### src/rtl/addsub_serial_unit.sv
// -----------------------------------------------------------------------------
// addsub_serial_unit
//   Digit-serial adder/subtractor. DIGIT bits of a WIDTH-bit operation are
//   processed per clock, so one operation takes N = WIDTH/DIGIT RUN cycles
//   followed by a single DONE cycle (back-to-back starts are accepted in DONE).
//   Computes A + B + cin (op=0) or A + ~B + cin (op=1) and reports carry out,
//   signed overflow and zero.
//
//   Optional build macro: ADDSUB_SATURATE_EN
//     When defined, an overflowing result is clamped to the signed limit of
//     the true result's sign. zero follows the clamped value; cout and ovf do
//     not change. When undefined, the result wraps modulo 2^WIDTH.
//
// Ports
//   clk     in   1      rising-edge clock
//   rst     in   1      asynchronous active-high reset
//   start   in   1      operation request, sampled while ready=1
//   op      in   1      0: add, 1: add with B inverted (subtract)
//   A, B    in   WIDTH  operands, latched on an accepted start
//   cin     in   1      carry in, latched on an accepted start
//   ready   out  1      high in IDLE and DONE
//   done    out  1      one-cycle pulse, outputs below are valid
//   Result  out  WIDTH  sum/difference, held until the next operation ends
//   cout    out  1      carry out of the MSB
//   ovf     out  1      signed overflow
//   zero    out  1      Result == 0
// -----------------------------------------------------------------------------
module addsub_serial_unit #(
    parameter int WIDTH = 8,
    parameter int DIGIT = 1
) (
    input  logic             clk,
    input  logic             rst,
    input  logic             start,
    input  logic             op,
    input  logic [WIDTH-1:0] A,
    input  logic [WIDTH-1:0] B,
    input  logic             cin,
    output logic             ready,
    output logic             done,
    output logic [WIDTH-1:0] Result,
    output logic             cout,
    output logic             ovf,
    output logic             zero
);

    localparam int N  = WIDTH / DIGIT;
    localparam int CW = (N > 1) ? $clog2(N) : 1;

    typedef enum logic [1:0] {IDLE, RUN, DONE} state_t;

    state_t           state, state_nxt;
    logic             accept;
    logic [WIDTH-1:0] a_sh, b_sh, res_sh;
    logic [WIDTH-1:0] a_nxt, b_nxt, res_nxt, res_final;
    logic             carry;
    logic [CW-1:0]    cnt;
    logic [DIGIT:0]   dsum;
    logic             c_into_msb;
    logic             ovf_nxt;
    logic             last;

    // One digit of the ripple add: low DIGIT bits of both shifters plus carry.
    assign dsum = {1'b0, a_sh[DIGIT-1:0]} + {1'b0, b_sh[DIGIT-1:0]}
                + {{DIGIT{1'b0}}, carry};

    // Carry into the top bit of this digit, recovered from sum = a ^ b ^ c.
    // On the final digit that top bit is the operand MSB.
    assign c_into_msb = dsum[DIGIT-1] ^ a_sh[DIGIT-1] ^ b_sh[DIGIT-1];
    assign ovf_nxt    = c_into_msb ^ dsum[DIGIT];
    assign last       = (cnt == CW'(N - 1));

    // Operands shift right, sum digits enter Result from the MSB end, so after
    // N digits the first digit has arrived at bit 0.
    generate
        if (DIGIT == WIDTH) begin : g_single
            assign a_nxt   = '0;
            assign b_nxt   = '0;
            assign res_nxt = dsum[DIGIT-1:0];
        end else begin : g_multi
            assign a_nxt   = {{DIGIT{1'b0}}, a_sh[WIDTH-1:DIGIT]};
            assign b_nxt   = {{DIGIT{1'b0}}, b_sh[WIDTH-1:DIGIT]};
            assign res_nxt = {dsum[DIGIT-1:0], res_sh[WIDTH-1:DIGIT]};
        end
    endgenerate

`ifdef ADDSUB_SATURATE_EN
    // Operand MSBs after inversion; on overflow they are equal and give the
    // sign of the true result.
    logic a_msb, b_msb;

    function automatic logic [WIDTH-1:0] saturate(input logic [WIDTH-1:0] val,
                                                  input logic             of,
                                                  input logic             pos);
        if (!of)
            return val;
        else if (pos)
            return {1'b0, {(WIDTH-1){1'b1}}};
        else
            return {1'b1, {(WIDTH-1){1'b0}}};
    endfunction

    assign res_final = saturate(res_nxt, ovf_nxt, ~a_msb & ~b_msb);

    always_ff @(posedge clk or posedge rst) begin
        if (rst) begin
            a_msb <= 1'b0;
            b_msb <= 1'b0;
        end else if (accept) begin
            a_msb <= A[WIDTH-1];
            b_msb <= op ? ~B[WIDTH-1] : B[WIDTH-1];
        end
    end
`else
    assign res_final = res_nxt;
`endif

    always_ff @(posedge clk or posedge rst) begin
        if (rst)
            state <= IDLE;
        else
            state <= state_nxt;
    end

    always_comb begin
        state_nxt = state;
        ready     = 1'b1;
        done      = 1'b0;
        accept    = 1'b0;
        case (state)
            IDLE: begin
                if (start) begin
                    accept    = 1'b1;
                    state_nxt = RUN;
                end
            end
            RUN: begin
                ready = 1'b0;
                if (last)
                    state_nxt = DONE;
            end
            DONE: begin
                done = 1'b1;
                if (start) begin
                    accept    = 1'b1;
                    state_nxt = RUN;
                end else begin
                    state_nxt = IDLE;
                end
            end
            default: state_nxt = IDLE;
        endcase
    end

    always_ff @(posedge clk or posedge rst) begin
        if (rst) begin
            a_sh   <= '0;
            b_sh   <= '0;
            res_sh <= '0;
            carry  <= 1'b0;
            cnt    <= '0;
            Result <= '0;
            cout   <= 1'b0;
            ovf    <= 1'b0;
            zero   <= 1'b0;
        end else if (accept) begin
            a_sh   <= A;
            b_sh   <= op ? ~B : B;
            res_sh <= '0;
            carry  <= cin;
            cnt    <= '0;
        end else if (state == RUN) begin
            a_sh   <= a_nxt;
            b_sh   <= b_nxt;
            res_sh <= res_nxt;
            carry  <= dsum[DIGIT];
            cnt    <= cnt + CW'(1);
            if (last) begin
                Result <= res_final;
                cout   <= dsum[DIGIT];
                ovf    <= ovf_nxt;
                zero   <= (res_final == '0);
            end
        end
    end

endmodule
### config.mk
export PLATFORM = sky130hd
export DESIGN_NAME = addsub_serial_unit
export DESIGN_NICKNAME = d
export VERILOG_FILES = /design/src/rtl/addsub_serial_unit.sv
export SDC_FILE = /design/constraint.sdc
export NUM_CORES = 1
export LEC_CHECK = 0
export ABC_AREA = 1
export CAP_MARGIN = 5
export CORE_UTILIZATION = 40
export CTS_BUF_LIST = sky130_fd_sc_hd__clkbuf_4 sky130_fd_sc_hd__clkbuf_8 sky130_fd_sc_hd__clkbuf_16
export CTS_CLUSTER_DIAMETER = 100
export CTS_CLUSTER_SIZE = 24
export DETAILED_ROUTE_END_ITERATION = 8
export PLACE_DENSITY = 0.73
export RECOVER_POWER = 50
export SYNTH_ARGS = -nofsm -noshare
export SYNTH_HDL_FRONTEND = slang
export SYNTH_SLANG_ARGS = --single-unit
### constraint.sdc
create_clock -name clk -period 2 [get_ports clk]
set_input_delay 0.4 -clock clk [delete_from_list [all_inputs] [get_ports clk]]
set_output_delay 0.4 -clock clk [all_outputs]
set_load 0.05 [all_outputs]
==> reports/results.txt, run 1 <==
Routed wire per std cell: 10.6 um
syn avg cell area: 8.57 sq um
DRC: 0
final hold viol count: 0
vias per inst: 4.61
Setup Crit Path Kind: reg2out
final setup vio count: 0
LEAKAGE: 1.19 nW
Post-CTS Setup Bufs: 0
clk_skew: 5.50 ps
hold path start: a_sh[7]
Die X-Extent: 71.3 um
nets: 284
Post-synth EDFFs: 0
CP Cell Sequence: clkdlybuf4s50_1
Comb pwr share: 49.7%
Worst path slowest cell: clkdlybuf4s50_1
Netlist cell types: 21
synthesis-to-finish area growth: 24.3%
clock sinks: 40
sequential fraction of the synthesis area: 52.2%
Die ar.: 0.00508 sq mm
clk_lat worst skew: 290 ps
first-pass GRT wire length: 6080 um
Crit path max-delay family: buffers and inverters
CP Capture Type: output port
post-route ant nets: 0
FFs w/ async S/R, synth: 100%
Worst Path Required: 1600 ps
highest clock rate: 0.541 GHz
largest net degree at the start of global routing: 41
Slew Limit Fails: 0
Syn Inst Count: 224
CTS resizes: 0
drt first pass iters: 4
row cnt: 24
Setup crit start kind: flop
synthesized cell area: 0.00192 sq mm
Starting DRT DRC Count: 67
root cell of the clock tree: clkbuf_8
H-tree Lvls: 2
CTS tree: done
initial antenna violation count: 0
Antenna diodes: 0
total power divided by cell area: 1700 mW/mm^2
critical path fanouts, max: 2
Syn Nets: 248
core area: 0.00447 sq mm
top-area cell type share of the netlist area: 52.2%
worst endpoint data arrival time: 1450 ps
Clock Power Share: 16.5%
Switching Share: 43.8%
Slew @ Worst Pin: 977 ps
IO Port Bufs: 33
area leader, netlist: dfrtp_1
area after detailed placement: 0.00228 sq mm
ranking of synthesized cells by area: dfrtp_1 52%, nand2_1 17%, o21ai_2 4.1%
Final TNS setup: 0 ps
DRT Wirelength: 3330 um
Yosys reg bits: 40
utilization after layout: 53.3%
Synth warnings: 0
status: complete, no violations
vias in the first global route: 1388
period utilisation layout: 92.5%
switching power: 1.78 mW
Max Root-Sink Buffers: 2
pre-CTS WS: 253 ps
via count: 1442
CTS clk-pin slew, worst paths: 80 ps
Primary FF master, synth: dfrtp_1
Max-Cap Viols: 0
GP Congestion: 0.812
final worst path period need: 1850 ps
PnR worst setup slack: 150 ps
GRT Util Overall: 15.3%
Ports: 34
Die Y-Extent: 71.3 um
R2R Path Start: cnt[0]
Pint: 2.28 mW
GR Overflow Total: 0
Buf/Inv on CP: 1
register share of total power: 33.8%
Hold Crit Class: reg2reg
Hold-fix buffers, CTS: 0
number of buffers created by CTS: 5
RSZ-0062 raised after global routing: no
Hold WS: 479 ps
Post-DP HPWL: 2370 um
Setup crit start: cout
layout cells sized above 1: 11.1%
Initial Utilization: 42.9%
relative max-transition margin: 34.8%
CP max stage delay: 810 ps
maximum VDD drop: 0.669 mV
cell area after layout: 0.00239 sq mm
[metrics by stage]
stage               total power, mW  instances
detailed placement             3.44        305
floorplan                      2.96        224
global placement               3.39        305
finish                         4.05        313
CTS                            4.12        313
global route                   4.40        313
[path summary, 6_finish.rpt]
path / cells past startpoint / end / slack [ps]
min in group asynchronous: 3 / a_sh[5] / 840
max in group asynchronous: 3 / state[1] / 550
setup reg to reg: 6 / Result[2] / 420
hold / removal: 2 / a_sh[7] / 480
hold reg to reg: 2 / a_sh[7] / 480
setup / recovery: 1 / cout / 150
[Yosys cell counts (2+ instances only)]
cell type	n
nor2_4	2
nand2_4	2
o21ai_2	9
o22ai_1	8
dfrtp_1	40
buf_6	4
nand3_1	11
ha_1	2
inv_1	20
xnor2_1	4
buf_4	3
o21ai_0	6
nand2_1	88
nor2_1	18
[routing by layer]
layer | global-route usage [%] | routed length [um] | up-vias
met4 | 4.00 | 30 | 0
met1 | 19.8 | 1650 | 640
met5 | 0 | 0 | -
met3 | 3.38 | 122 | 6
li1 | - | - | 765
met2 | 26.0 | 1530 | 31
[registers in the layout, summed over array words and instances (netlist names)]
| register | count |
|---|---|
| Result | 8 |
| a_sh | 8 |
| b_sh | 8 |
| res_sh | 7 |
| cnt | 3 |
| state | 2 |
| carry | 1 |
| cout | 1 |
| ovf | 1 |
| zero | 1 |
[layout by cell type, fill, tap and decap left out, types with 2 or more instances in the layout]
master / n
nand3_1: 11
o22ai_1: 8
xnor2_1: 4
nand2_1: 89
nor2_4: 2
buf_4: 4
clkbuf_8: 5
ha_1: 2
nand2_4: 2
inv_1: 20
dfrtp_1: 40
o21ai_2: 8
o21ai_0: 7
clkdlybuf4s50_1: 30
nor2_1: 18
[power groups by stage]
stage          registers, mW  clock network [mW]  logic, mW
2_1_floorplan           1.69                   0       1.27
3_3_place_gp            1.38                   0       2.01
3_5_place_dp            1.39                   0       2.06
4_1_cts                 1.38               0.689       2.06
5_1_grt                 1.42               0.731       2.25
6_report                1.37               0.667       2.01
[area by class of cell]
| type | count | area (sq um) |
|---|---|---|
| tap | 52 | 65.1 |
| inverter | 22 | 85.1 |
| clock buffer | 5 | 68.8 |
| sequential | 40 | 1000 |
| fill | 434 | 2090 |
| clock inverter | 3 | 46.3 |
| multi-input combinational | 154 | 754 |
| timing repair buffer | 37 | 365 |
[kinds of logic after synthesis]
family	synth area share [%]
AO/OA/AOI/OAI	9.19
buffers and inverters	8.21
flip-flops	52.2
XOR/XNOR	1.83
adder cells (fa/ha/maj)	2.35
AND/OR/NAND/NOR	26.3
(Power assumes the default switching activity.)
==> run 2: changes to the inputs <==
--- a/config.mk
+++ b/config.mk
@@ -12,6 +12,7 @@
 export CTS_CLUSTER_DIAMETER = 100
 export CTS_CLUSTER_SIZE = 24
 export DETAILED_ROUTE_END_ITERATION = 8
+export GPL_ROUTABILITY_DRIVEN = 0
 export PLACE_DENSITY = 0.73
 export RECOVER_POWER = 50
 export SYNTH_ARGS = -nofsm -noshare
==> results of run 2 <==
No change in the layout: final DEF, timing and power equal those of run 1.
==> run 3: changes to the inputs <==
--- a/config.mk
+++ b/config.mk
@@ -7,14 +7,17 @@
 export LEC_CHECK = 0
 export ABC_AREA = 1
 export CAP_MARGIN = 5
+export CELL_PAD_IN_SITES_DETAIL_PLACEMENT = 0
+export CELL_PAD_IN_SITES_GLOBAL_PLACEMENT = 1
 export CORE_UTILIZATION = 40
 export CTS_BUF_LIST = sky130_fd_sc_hd__clkbuf_4 sky130_fd_sc_hd__clkbuf_8 sky130_fd_sc_hd__clkbuf_16
 export CTS_CLUSTER_DIAMETER = 100
 export CTS_CLUSTER_SIZE = 24
 export DETAILED_ROUTE_END_ITERATION = 8
 export GPL_ROUTABILITY_DRIVEN = 0
-export PLACE_DENSITY = 0.73
+export PLACE_DENSITY = 0.91
 export RECOVER_POWER = 50
+export SLEW_MARGIN = 20
 export SYNTH_ARGS = -nofsm -noshare
 export SYNTH_HDL_FRONTEND = slang
 export SYNTH_SLANG_ARGS = --single-unit
==> run 3 against run 2 <==
The flow now finishes with violations (DRC). Register-to-register slack lost 40 ps. Final area fell by 1.5%. Critical path depth did not move. Power shrank 3.8%. Sequential cell count unchanged. Clock power fell by 22%. Sequential share of layout area rose by 0.63 points. Wire length rose by 2.6%. Hold slack worse by 5.1 ps. Cell count stayed put. Global-route usage up 0.85 points.
==> reports/results.txt, run 3 (synthesis results as in run 1) <==
status: complete, but fails checks
failing checks: DRC
Worst path slowest cell: clkdlybuf4s50_1
row cnt: 24 (unchanged)
Inst Count DP: 306 (+0.33%)
Hold-fix buffers, CTS: 0 (unchanged)
Die Y-Extent: 71.3 um (unchanged)
root cell of the clock tree: clkbuf_8
clock sinks: 40 (unchanged)
register share of total power: 35.3% (+1.5 points)
FF-to-FF End: b_sh[5]
IO Port Bufs: 33 (unchanged)
Worst Path Required: 1600 ps (about the same)
Worst Reg-to-Reg Cells: 7 (+1)
total power divided by cell area: 1660 mW/mm^2 (-2.4%)
Final TNS setup: 0 ps (unchanged)
nets: 285 (+0.35%)
Power Total: 3.90 mW (-3.8%)
Die X-Extent: 71.3 um (unchanged)
Finished Layout Cells: 313 (unchanged)
highest clock rate: 0.540 GHz (about the same)
via count: 1431 (-0.76%)
Starting DRT DRC Count: 91 (+36%)
layout cells sized above 1: 11.1% (unchanged)
WHS Path Cells: 2 (unchanged)
CP Capture Type: output port
Comb pwr share: 51.4% (+1.7 points)
vias in the first global route: 1429 (+3.0%)
CTS resizes: 0 (unchanged)
CTS clk-pin slew, worst paths: 80 ps (about the same)
RSZ-0062 raised after global routing: no
clk_lat worst skew: 300 ps (about the same)
Pint: 2.15 mW (-5.7%)
most frequent cells in the layout: 90 x nand2_1, 40 x dfrtp_1, 29 x clkdlybuf4s50_1
Post-DP HPWL: 2390 um (+0.91%)
Hold Crit Endpoint: a_sh[7]
pre-CTS WS: 253 ps (+0.0220 ps)
hold path start: a_sh[7]
initial antenna violation count: 0 (unchanged)
drt first pass iters: 6 (+2)
final worst path period need: 1850 ps (+0.323 ps)
Switching Share: 44.9% (+1.1 points)
final hold viol count: 0 (unchanged)
most common cell after layout, fill and taps aside: nand2_1
flop-to-flop setup slack: 380 ps (-40 ps)
Antenna diodes: 0 (unchanged)
largest net degree at the start of global routing: 41 (unchanged)
area after detailed placement: 0.00229 sq mm (+0.33%)
first-pass GRT wire length: 6220 um (+2.3%)
GR Overflow Total: 0 (unchanged)
Hold Crit Class: reg2reg
H-tree Lvls: 2 (unchanged)
number of buffers created by CTS: 5 (unchanged)
maximum VDD drop: 0.679 mV (+1.4%)
Hold WS: 473 ps (-5.13 ps)
Buf/Inv on CP: 1 (unchanged)
fillcell total: 451 (+3.9%)
Initial Utilization: 42.9% (unchanged)
Max Root-Sink Buffers: 2 (unchanged)
Slew Limit Fails: 0 (unchanged)
Setup Crit Path Kind: reg2out
relative max-transition margin: 34.8% (about the same)
Post-CTS Setup Bufs: 0 (unchanged)
Slew @ Worst Pin: 978 ps (+0.367 ps)
Largest regs: Result x8, a_sh x8, b_sh x8
LEAKAGE: 1.17 nW (-1.4%)
PnR worst setup slack: 150 ps (-0.323 ps)
Crit path max-delay family: buffers and inverters
GRT Util Overall: 16.2% (+0.85 points)
utilization after layout: 52.5% (-0.78 points)
Setup crit start kind: flop
worst endpoint data arrival time: 1450 ps (about the same)
Clock Power Share: 13.3% (-3.2 points)
DRC: 3 (+3)
DRT Wirelength: 3420 um (+2.6%)
post-route ant nets: 0 (unchanged)
synthesis-to-finish area growth: 22.5%
Routed wire per std cell: 10.9 um (+2.6%)
switching power: 1.75 mW (-1.4%)
critical path fanouts, max: 2 (unchanged)
period utilisation layout: 92.5% (about the same)
Max-Cap Viols: 0 (unchanged)
vias per inst: 4.57 (-0.76%)
clk_skew: 10.3 ps (+4.84 ps)
CP max stage delay: 800 ps (about the same)
R2R Path Start: state[0]
core area: 0.00447 sq mm (unchanged)
CTS tree: done
Die ar.: 0.00508 sq mm (unchanged)
CP Cell Sequence: clkdlybuf4s50_1
Ports: 34 (unchanged)
cell area after layout: 0.00235 sq mm (-1.5%)
final setup vio count: 0 (unchanged)
## run 3: cell count changes in the layout (fill, tap and decap cells not counted), sizes merged
cell           before  now
buf                 5    6
bufinv              1    0
clkdlybuf4s50      30   29
clkinv              0    1
dlygate4sd3         1    2
inv                23   22
## run 3: power by group through the flow
stage / clock [mW] / sequential, mW / combinational, mW
final: 0.517 / 1.38 / 2.01
after global placement: 0 / 1.38 / 2.03
after floorplan: 0 / 1.69 / 1.27
after detailed placement: 0 / 1.39 / 2.06
after global routing: 0.561 / 1.44 / 2.29
after CTS: 0.536 / 1.38 / 2.07
## run 3: layer usage
layer  up-vias  wire length [um]  global-route usage [%]
met5         -                 0                       0
met3         6               136                    3.94
li1        766                 -                       -
met4         0                52                    8.67
met1       623              1590                    19.2
met2        36              1640                    27.1
## run 3: worst max path at each step
stage | cells past startpoint | start | endpoint
2_1_floorplan | 1 | state[0] | done
6_report | 1 | Result[3] | Result[3]
5_1_grt | 1 | Result[6] | Result[6]
3_3_place_gp | 7 | start | b_sh[4]
4_1_cts | 1 | Result[3] | Result[3]
3_5_place_dp | 7 | start | b_sh[4]
## run 3: layout make-up
| class | instances | area (sq um) | area share, % |
|---|---|---|---|
| clock inverters | 2 | 12.5 | 0.532 |
| flip-flops and latches | 40 | 1000 | 42.6 |
| multi-input cells | 154 | 746 | 31.7 |
| repair buffers | 38 | 373 | 15.9 |
| inverters | 22 | 85.1 | 3.62 |
| well taps | 52 | 65.1 | 2.77 |
| clock buffers | 5 | 68.8 | 2.93 |
